**config.mk**
```make
export PLATFORM = sky130hd
export DESIGN_NAME = bikelight_ctrl
export DESIGN_NICKNAME = d
export VERILOG_FILES = /design/src/rtl/bikelight_pkg.sv /design/src/rtl/bikelight_ctrl_btn_debounce.sv /design/src/rtl/bikelight_ctrl.sv
export SDC_FILE = /design/constraint.sdc
export NUM_CORES = 1
export LEC_CHECK = 0
export CORE_ASPECT_RATIO = 2
export CORE_MARGIN = 2
export CORE_UTILIZATION = 50
export DETAILED_ROUTE_END_ITERATION = 12
export PLACE_DENSITY_LB_ADDON = 0.1
export SKIP_LAST_GASP = 1
export SLEW_MARGIN = 20
export SYNTH_ARGS = -nofsm -noshare
export SYNTH_HDL_FRONTEND = slang
export SYNTH_SLANG_ARGS = --single-unit
export TNS_END_PERCENT = 1
```
**constraint.sdc**
```tcl
create_clock -name clk -period 2.7 [get_ports clk]
set_input_delay 0.54 -clock clk [delete_from_list [all_inputs] [get_ports clk]]
set_output_delay 0.54 -clock clk [all_outputs]
set_load 0.01 [all_outputs]
```
**src/rtl/bikelight_pkg.sv**
```systemverilog
// Shared definitions for the bike-light controller: mode encoding, mode count
// and the mode sequencing helpers.
package bikelight_pkg;

    typedef enum logic [1:0] {
        MODE_OFF   = 2'd0,
        MODE_ON    = 2'd1,
        MODE_BLINK = 2'd2,
        MODE_DIM   = 2'd3
    } mode_t;

    localparam int MODE_COUNT = 4;

    function automatic mode_t next_mode(input mode_t m);
        case (m)
            MODE_OFF:   next_mode = MODE_ON;
            MODE_ON:    next_mode = MODE_BLINK;
            MODE_BLINK: next_mode = MODE_DIM;
            default:    next_mode = MODE_OFF;
        endcase
    endfunction

    function automatic logic [MODE_COUNT-1:0] mode_onehot(input mode_t m);
        mode_onehot = MODE_COUNT'(1) << m;
    endfunction

endpackage

```
**src/rtl/bikelight_ctrl_btn_debounce.sv**
```systemverilog
// Button synchroniser and debouncer. rise_pulse is combinational: it is high in
// the cycle whose closing edge flips the debounced level from 0 to 1.
module btn_debounce #(
    parameter int DEBOUNCE_CYCLES = 500000
) (
    input  logic clk,
    input  logic rst,
    input  logic btn,
    output logic level,
    output logic rise_pulse
);

    localparam int CW = (DEBOUNCE_CYCLES > 1) ? $clog2(DEBOUNCE_CYCLES) : 1;
    localparam logic [CW-1:0] CNT_LAST = CW'(DEBOUNCE_CYCLES - 1);

    logic          sync_p0;
    logic          btn_s;
    logic [CW-1:0] cnt;
    logic          flip;

    assign flip       = (btn_s != level) && (cnt == CNT_LAST);
    assign rise_pulse = flip && btn_s;

    // sync_p0 -> btn_s is the two-flop synchroniser; only btn_s feeds the counter
    always_ff @(posedge clk or posedge rst) begin
        if (rst) begin
            sync_p0 <= 1'b0;
            btn_s   <= 1'b0;
            level   <= 1'b0;
            cnt     <= '0;
        end else begin
            sync_p0 <= btn;
            btn_s   <= sync_p0;
            if (btn_s == level) begin
                cnt <= '0;
            end else if (flip) begin
                cnt   <= '0;
                level <= btn_s;
            end else begin
                cnt <= cnt + 1'b1;
            end
        end
    end

endmodule

```
**src/rtl/bikelight_ctrl.sv**
```systemverilog
// Bike-light mode controller: debounced button steps a four-mode FSM, and a
// registered waveform generator drives the LED for the current mode.
module bikelight_ctrl
    import bikelight_pkg::*;
#(
    parameter int DEBOUNCE_CYCLES = 500000,
    parameter int BLINK_HALF      = 12500000,
    parameter int PWM_PERIOD      = 256,
    parameter int DIM_ON          = 32
) (
    input  logic       clk,
    input  logic       rst,
    input  logic       btn,
    output logic       light,
    output logic [1:0] mode,
    output logic [3:0] q,
    output logic       press
);

    localparam int BW = (BLINK_HALF > 1) ? $clog2(BLINK_HALF) : 1;
    localparam int PW = (PWM_PERIOD > 1) ? $clog2(PWM_PERIOD) : 1;
    localparam logic [BW-1:0] BLINK_LAST = BW'(BLINK_HALF - 1);
    localparam logic [PW-1:0] PWM_LAST   = PW'(PWM_PERIOD - 1);
    localparam logic [PW:0]   DIM_ON_L   = (PW + 1)'(DIM_ON);

    logic          db_level;
    logic          db_rise;
    logic          accept;
    mode_t         state_p0;
    mode_t         state_next;
    logic [BW-1:0] blink_cnt;
    logic          blink_ph;
    logic [PW-1:0] pwm_cnt;
    logic          pwm_on;

    btn_debounce #(
        .DEBOUNCE_CYCLES(DEBOUNCE_CYCLES)
    ) u_debounce (
        .clk       (clk),
        .rst       (rst),
        .btn       (btn),
        .level     (db_level),
        .rise_pulse(db_rise)
    );

    assign accept = db_rise && !db_level;
    assign mode   = state_p0;
    assign pwm_on = ({1'b0, pwm_cnt} < DIM_ON_L);

    // Mode register: advances on the same edge the debounced level rises
    always_ff @(posedge clk or posedge rst) begin
        if (rst) begin
            state_p0 <= MODE_OFF;
            q        <= 4'b0001;
            press    <= 1'b0;
        end else begin
            state_p0 <= state_next;
            q        <= mode_onehot(state_next);
            press    <= accept;
        end
    end

    always_comb begin
        state_next = state_p0;
        if (accept) begin
            state_next = next_mode(state_p0);
        end
    end

    // Waveform stage: counters idle at 0 outside their mode, so every entry restarts them
    always_ff @(posedge clk or posedge rst) begin
        if (rst) begin
            blink_cnt <= '0;
            blink_ph  <= 1'b1;
            pwm_cnt   <= '0;
            light     <= 1'b0;
        end else begin
            if (state_p0 == MODE_BLINK && !accept) begin
                if (blink_cnt == BLINK_LAST) begin
                    blink_cnt <= '0;
                    blink_ph  <= ~blink_ph;
                end else begin
                    blink_cnt <= blink_cnt + 1'b1;
                end
            end else begin
                blink_cnt <= '0;
                blink_ph  <= 1'b1;
            end

            if (state_p0 == MODE_DIM && !accept) begin
                pwm_cnt <= (pwm_cnt == PWM_LAST) ? '0 : pwm_cnt + 1'b1;
            end else begin
                pwm_cnt <= '0;
            end

            case (state_p0)
                MODE_OFF:   light <= 1'b0;
                MODE_ON:    light <= 1'b1;
                MODE_BLINK: light <= blink_ph;
                MODE_DIM:   light <= pwm_on;
                default:    light <= 1'b0;
            endcase
        end
    end

endmodule

```
Word level (Yosys, flattened, before mapping)
Cells that the tools add are included.
{"block": "totals", "input_bits": 3, "wordCells": 47, "regBits": 63, "out_inout_bits": 8}
{"block": "op_classes", "n_bitwise": 2, "magnitude_cmp": 1, "eq_ne": 9, "shift": 1, "n_mux": 11, "n_addsub": 3, "n_reduce_logical": 9}
{"op": "two-way mux 24 bit", "n": 2}
{"op": "two-way mux 19 bit", "n": 2}
{"op": "adder 24 x 1 -> 24 bit (second input constant)", "n": 1}
{"op": "== test 24 bit (second input constant)", "n": 1}
{"op": "adder 19 x 1 -> 19 bit (second input constant)", "n": 1}
{"op": "== test 19 bit (second input constant)", "n": 1}
{"op": "two-way mux 8 bit", "n": 2}
{"op": "adder 8 x 1 -> 8 bit (second input constant)", "n": 1}
{"op": "== test 8 bit (second input constant)", "n": 1}
{"op": "< comparator 8 x 6 -> 1 bit (second input constant)", "n": 1}
{"op": "one-hot mux 2 bit (3 select lines)", "n": 1}
{"op": "logical AND 1 bit", "n": 5}
{"op": "== test 2 bit (second input constant)", "n": 2}
{"op": "one-hot mux 1 bit (4 select lines)", "n": 1}
{"op": "<< shifter 1 x 2 -> 4 bit (first input constant)", "n": 1}
{"op": "== test 2 x 1 -> 1 bit (second input constant)", "n": 1}
{"op": "zero test 1 bit", "n": 2}
{"op": "zero test 2 bit", "n": 1}
{"op": "two-way mux 1 bit", "n": 2}
{"op": "two-way mux 2 bit", "n": 1}
{"op": "!= test 2 x 1 -> 1 bit (second input constant)", "n": 1}
{"op": "inverter 1 bit", "n": 2}
{"op": "AND reduction 2 bit", "n": 1}
{"op": "== test 1 bit", "n": 1}
{"op": "!= test 1 bit", "n": 1}

Logic depth before layout (Yosys ltp)
{"block": "depth", "word_depth": 7, "depth_mapped": 7, "depth_no_buf": 6}

By module
Synthesis repeated with hierarchy kept, for this count alone.
{"block": "unflattened", "hier_cells": 298, "hier_area_um2": 3041.7}
{"module": "bikelight_ctrl", "seq_area_each_um2": 1028.5, "area_per_inst_um2": 1956.9, "cells_each": 197, "instances": 1}
{"module": "btn_debounce", "seq_area_each_um2": 550.5, "area_per_inst_um2": 1084.8, "cells_each": 101, "instances": 1}

Least setup slack after synthesis
Ideal clock, no wire load.
{"block": "synth_timing", "kind": "flip-flop to flip-flop", "start": "register u_debounce.cnt[0]", "end": "register state_p0[0], in the netlist mode[0]", "setup_ns": 0.128, "period_less_slack_ns": 1.806, "path_buffers": 1, "path_slack_ns": 0.894, "stages_incl_launch_ff": 7, "arrival_time_ns": 1.679, "t_required_ns": 2.572, "path_cell_list": "dfrtp_1 -> ha_1 -> and4_1 -> buf_4 -> nand4_4 -> nor3_4 -> mux2_1"}
{"block": "synth_via", "elab_chain_len": 5}
{"item": "start, declared", "line_no": "bikelight_ctrl_btn_debounce.sv:18", "text": "logic [CW-1:0] cnt;"}
{"item": "start signal, assigned", "line_no": "bikelight_ctrl_btn_debounce.sv:40", "text": "cnt <= cnt + 1'b1;"}
{"item": "== test 19 bit", "line_no": "bikelight_ctrl_btn_debounce.sv:21", "text": "assign flip = (btn_s != level) && (cnt == CNT_LAST);"}
{"item": "logical AND 1 bit", "line_no": "bikelight_ctrl_btn_debounce.sv:21"}
{"item": "logical AND 1 bit", "line_no": "bikelight_ctrl_btn_debounce.sv:22", "text": "assign rise_pulse = flip && btn_s;"}
{"item": "logical AND 1 bit", "line_no": "bikelight_ctrl.sv:46", "text": "assign accept = db_rise && !db_level;"}
{"item": "two-way mux 2 bit", "line_no": "bikelight_ctrl.sv:65", "text": "if (accept) begin"}
{"item": "via state_next[0]", "line_no": "bikelight_ctrl.sv:30", "text": "mode_t state_next;"}
{"item": "end signal, assigned", "line_no": "bikelight_ctrl.sv:57", "text": "state_p0 <= state_next;"}
{"item": "end, declared", "line_no": "bikelight_ctrl.sv:29", "text": "mode_t state_p0;"}
The timed path passes the listed nets, and every way through them passes these cells.
A chain may end at the register's enable or synchronous reset.

Worst setup path in the final report
Same ends and word-level chain as after synthesis.

==> flow_summary.yaml <==
outcome:
  status: "finished, final reports clean"
setup_path:
  rr_startpoint: "u_debounce.cnt[0]"
  critPathLaunchType: "register"
  required_ns: 2.91
  cp_num_buf_inv: 0
  critPathMaxStageDelay_ns: 0.38
  cp-end-kind: "register"
  path_delay_family: "simple AND/OR/NAND/NOR gates"
  ff2ff_path_depth: 5
  worstSetupPathType: "reg2reg"
  cp_slowest_cell: "dfrtp_1"
  r2r_setup_slack_ns: 0.72
  path_cells: "ha_1 -> and4_1 -> nand4_4 -> nor3_4 -> mux2_1"
  worstReg2RegEnd: "mode[0]"
  cp_max_fo: 6
  arrival_ns: 2.19
timing:
  fin_ws_ns: 0.717
  tightest_slew_ns: 0.532
  setup_viol: 0
  setup_tns_ns: 0
  skew_ns: 0.00682
  rsz0062_at_grt: "false"
  slew_headroom_pct: 64.5
  slew_viol_final: 0
  fmax_mhz: 504
  fin_crit_sh_pct: 73.4
  min_period_ns: 1.98
  hold_viol: 0
cts:
  htree_num_levels: 3
  clockBufferDepth: 2
  cts-root-buf: "clkbuf_16"
  postCtsResizedCells: 0
  cts.sinks: 63
  clock_latency_ns: 0.33
  clkTransAtPathRegs_ns: 0.05
  postCtsSetupBuffers: 0
  postCtsHoldBufs: 0
  cts_tree: "built"
  numCtsBuffers: 9
synthesis:
  async_flop_share_pct: 100
  synth_area_um2: 3310
  yosys_warnings: 0
  ys_types: 47
  synth_largest_area_cell: "dfrtp_1"
  synth_area_leaders: "dfrtp_1 46%, xor2_1 5.3%, nor2_1 3.1%"
  synth_top_area_share_pct: 46.1
  ys.flop_type: "dfrtp_1"
  synthCells: 316
  synth_nets: 325
  syn_area_per_cell_um2: 10.5
  synth-edff-count: 0
  ys_ff_latch: 63
  ys_seq_area_share_pct: 47.7
power:
  power_frac_comb_pct: 1.8
  leakagePower_nw: 1.51
  swShare_pct: 18.5
  clkPwrFrac_pct: 55.4
  p_int_mw: 1.82
  peakVddDrop_v: 0.000447
  p_seq_share_pct: 42.8
  power_density_nw_per_um2: 583
  switchingPower_uw: 412
final_layout:
  fill_cells: 601
  n_antenna_cell: 0
  syn2layout_area_growth_pct: 15.5
  nets: 343
  final_cells: 427
  drive_above_1_share_pct: 13.3
drt:
  wl_met3_um: 208
  num_vias: 2456
  top_layer: "met4"
  routed_wl_um: 6260
  drc: 0
  wl_met1_um: 2860
  drtPass1Iterations: 5
  drtAntennaViolNets: 0
  met2_length_um: 3080
  drtIter0Drc: 115
  via_per_inst: 5.75
  wl_per_cell_um: 14.7
min_path:
  worstHoldEndpoint: "u_debounce.btn_s"
  min_path_cells: 0
  hold_path_class: "reg2reg"
  holdCritStartpoint: "u_debounce.sync_p0"
die:
  dieArea_um2: 7320
  start_util_pct: 50.8
  core_um2: 6520
  std_cell_rows: 42
  die_x_um: 61.5
  pin_count: 11
  fp.dieH_um: 119
grt:
  grt_pass1_vias: 2409
  grt_max_degree: 28
  grt_overflow: 0
  grt_pass1_wl_um: 11400
  grtUsageTotal_pct: 20.8
  antenna_found_initial: 0
job:
  maxCapViolCount: 0
place:
  port_buffers: 10
  placed_cells: 411
  gp_congestion: 0.792
  pre_cts_slack_ns: 0.713
  dp_hpwl_um: 4350
-- synth_stat cells, drive strengths merged, types with 4 or more instances --
cell type   n
dfrtp      61
nor2       27
nand2      25
nor3       22
nand3      21
xor2       20
o21ai      13
a211oi     12
nand4      11
or3        10
and4        9
o31ai       9
a21oi       8
buf         8
or4         7
xnor2       7
and3        6
ha          6
inv         6
mux2        4
-- sequential cells by signal, summed over array words and instances (netlist names), 2 cells and up --
| register | flops |
|---|---|
| blink_cnt | 24 |
| u_debounce.cnt | 19 |
| pwm_cnt | 8 |
| q | 4 |
| mode | 2 |
-- kinds of logic after synthesis --
group / after synthesis / share of synthesized area [%]
AO/OA/AOI/OAI: 44 / 10.2
XOR/XNOR: 27 / 7.15
adder cells (fa/ha/maj): 6 / 2.27
buffers and inverters: 15 / 2.68
flip-flops: 63 / 47.7
multiplexers: 7 / 2.27
AND/OR/NAND/NOR: 154 / 27.8
-- power by group through the flow --
stage | logic [mW] | registers, mW | clock network, mW
global placement | 0.0410 | 0.970 | 0
global route | 0.0470 | 0.955 | 1.31
floorplan | 0.0277 | 0.970 | 0
detailed placement | 0.0415 | 0.971 | 0
finish | 0.0397 | 0.955 | 1.23
CTS | 0.0418 | 0.955 | 1.27
-- area by class of cell --
cell class              instances  area [µm²]  share of cell area, %
clock buffers                  13         260                   6.81
clock inverters                 3        65.1                   1.70
inverters                       6        22.5                  0.589
multi-input cells             238        1640                   42.9
flip-flops and latches         63        1580                   41.3
well taps                      88         110                   2.88
repair buffers                 16         145                   3.80
-- metal layers --
layer | global-route usage, % | vias to the layer above
li1 | - | 1205
met1 | 28.9 | 1209
met2 | 30.1 | 32
met3 | 4.56 | 10
met4 | 9.97 | 0
met5 | 0 | -
-- metrics by stage --
stage | power [mW] | util, % | instance area (µm²) | hold WS, ns
2_1_floorplan | 0.998 | - | 3310 | 0.331
3_3_place_gp | 1.01 | 53.7 | 3500 | 0.334
3_5_place_dp | 1.01 | 53.7 | 3500 | 0.343
4_1_cts | 2.27 | 58.7 | 3820 | 0.355
5_1_grt | 2.31 | 58.7 | 3820 | 0.362
6_report | 2.23 | 58.7 | 3820 | 0.353
-- worst reg2reg max path, stage by stage, from the launching register on --
cell,delay [ns]
dfrtp_1,0.38
ha_1,0.21
and4_1,0.36
nand4_4,0.22
nor3_4,0.34
mux2_1,0.36
-- how the worst max path moves through the flow --
stage | from | endpoint | slack [ns] | cells after the start
6_report | u_debounce.cnt[0] | mode[0] | 0.72 | 5
5_1_grt | u_debounce.cnt[0] | mode[0] | 0.56 | 5
4_1_cts | mode[1] | mode[1] | 0.71 | 1
3_5_place_dp | u_debounce.cnt[0] | blink_cnt[3] | 0.71 | 6
3_3_place_gp | u_debounce.cnt[0] | blink_cnt[2] | 0.76 | 6
2_1_floorplan | rst | blink_cnt[0] | 0.59 | 1
-- placed cells by master, fill, tap and decap left out, types with 2 or more instances in the layout --
master	Yosys	final
and2_1	3	3
nand3_1	20	20
nand2b_1	2	2
mux2i_1	3	3
clkbuf_1	1	2
clkbuf_16	0	9
inv_1	6	5
nand4b_1	3	3
dfstp_2	2	2
nor4_1	2	2
clkbuf_8	0	2
and3_1	6	6
xnor2_1	7	7
dfrtp_1	61	61
a21oi_1	8	8
or4_1	7	7
and4_1	7	7
nand2_2	2	2
o31ai_4	2	2
or3_1	9	9
buf_4	4	6
nand4_2	2	2
mux2_1	3	3
a211oi_2	5	5
a211oi_1	7	7
nor3_1	20	20
o31ai_1	7	7
o21ai_0	13	13
nand4_1	8	8
bufinv_16	0	2
ha_1	6	6
nor3_4	2	2
nand2_1	23	23
xor2_1	20	20
clkdlybuf4s50_1	0	10
and4_4	2	2
nor2_1	27	27
Power figures use the tool's default switching activity.
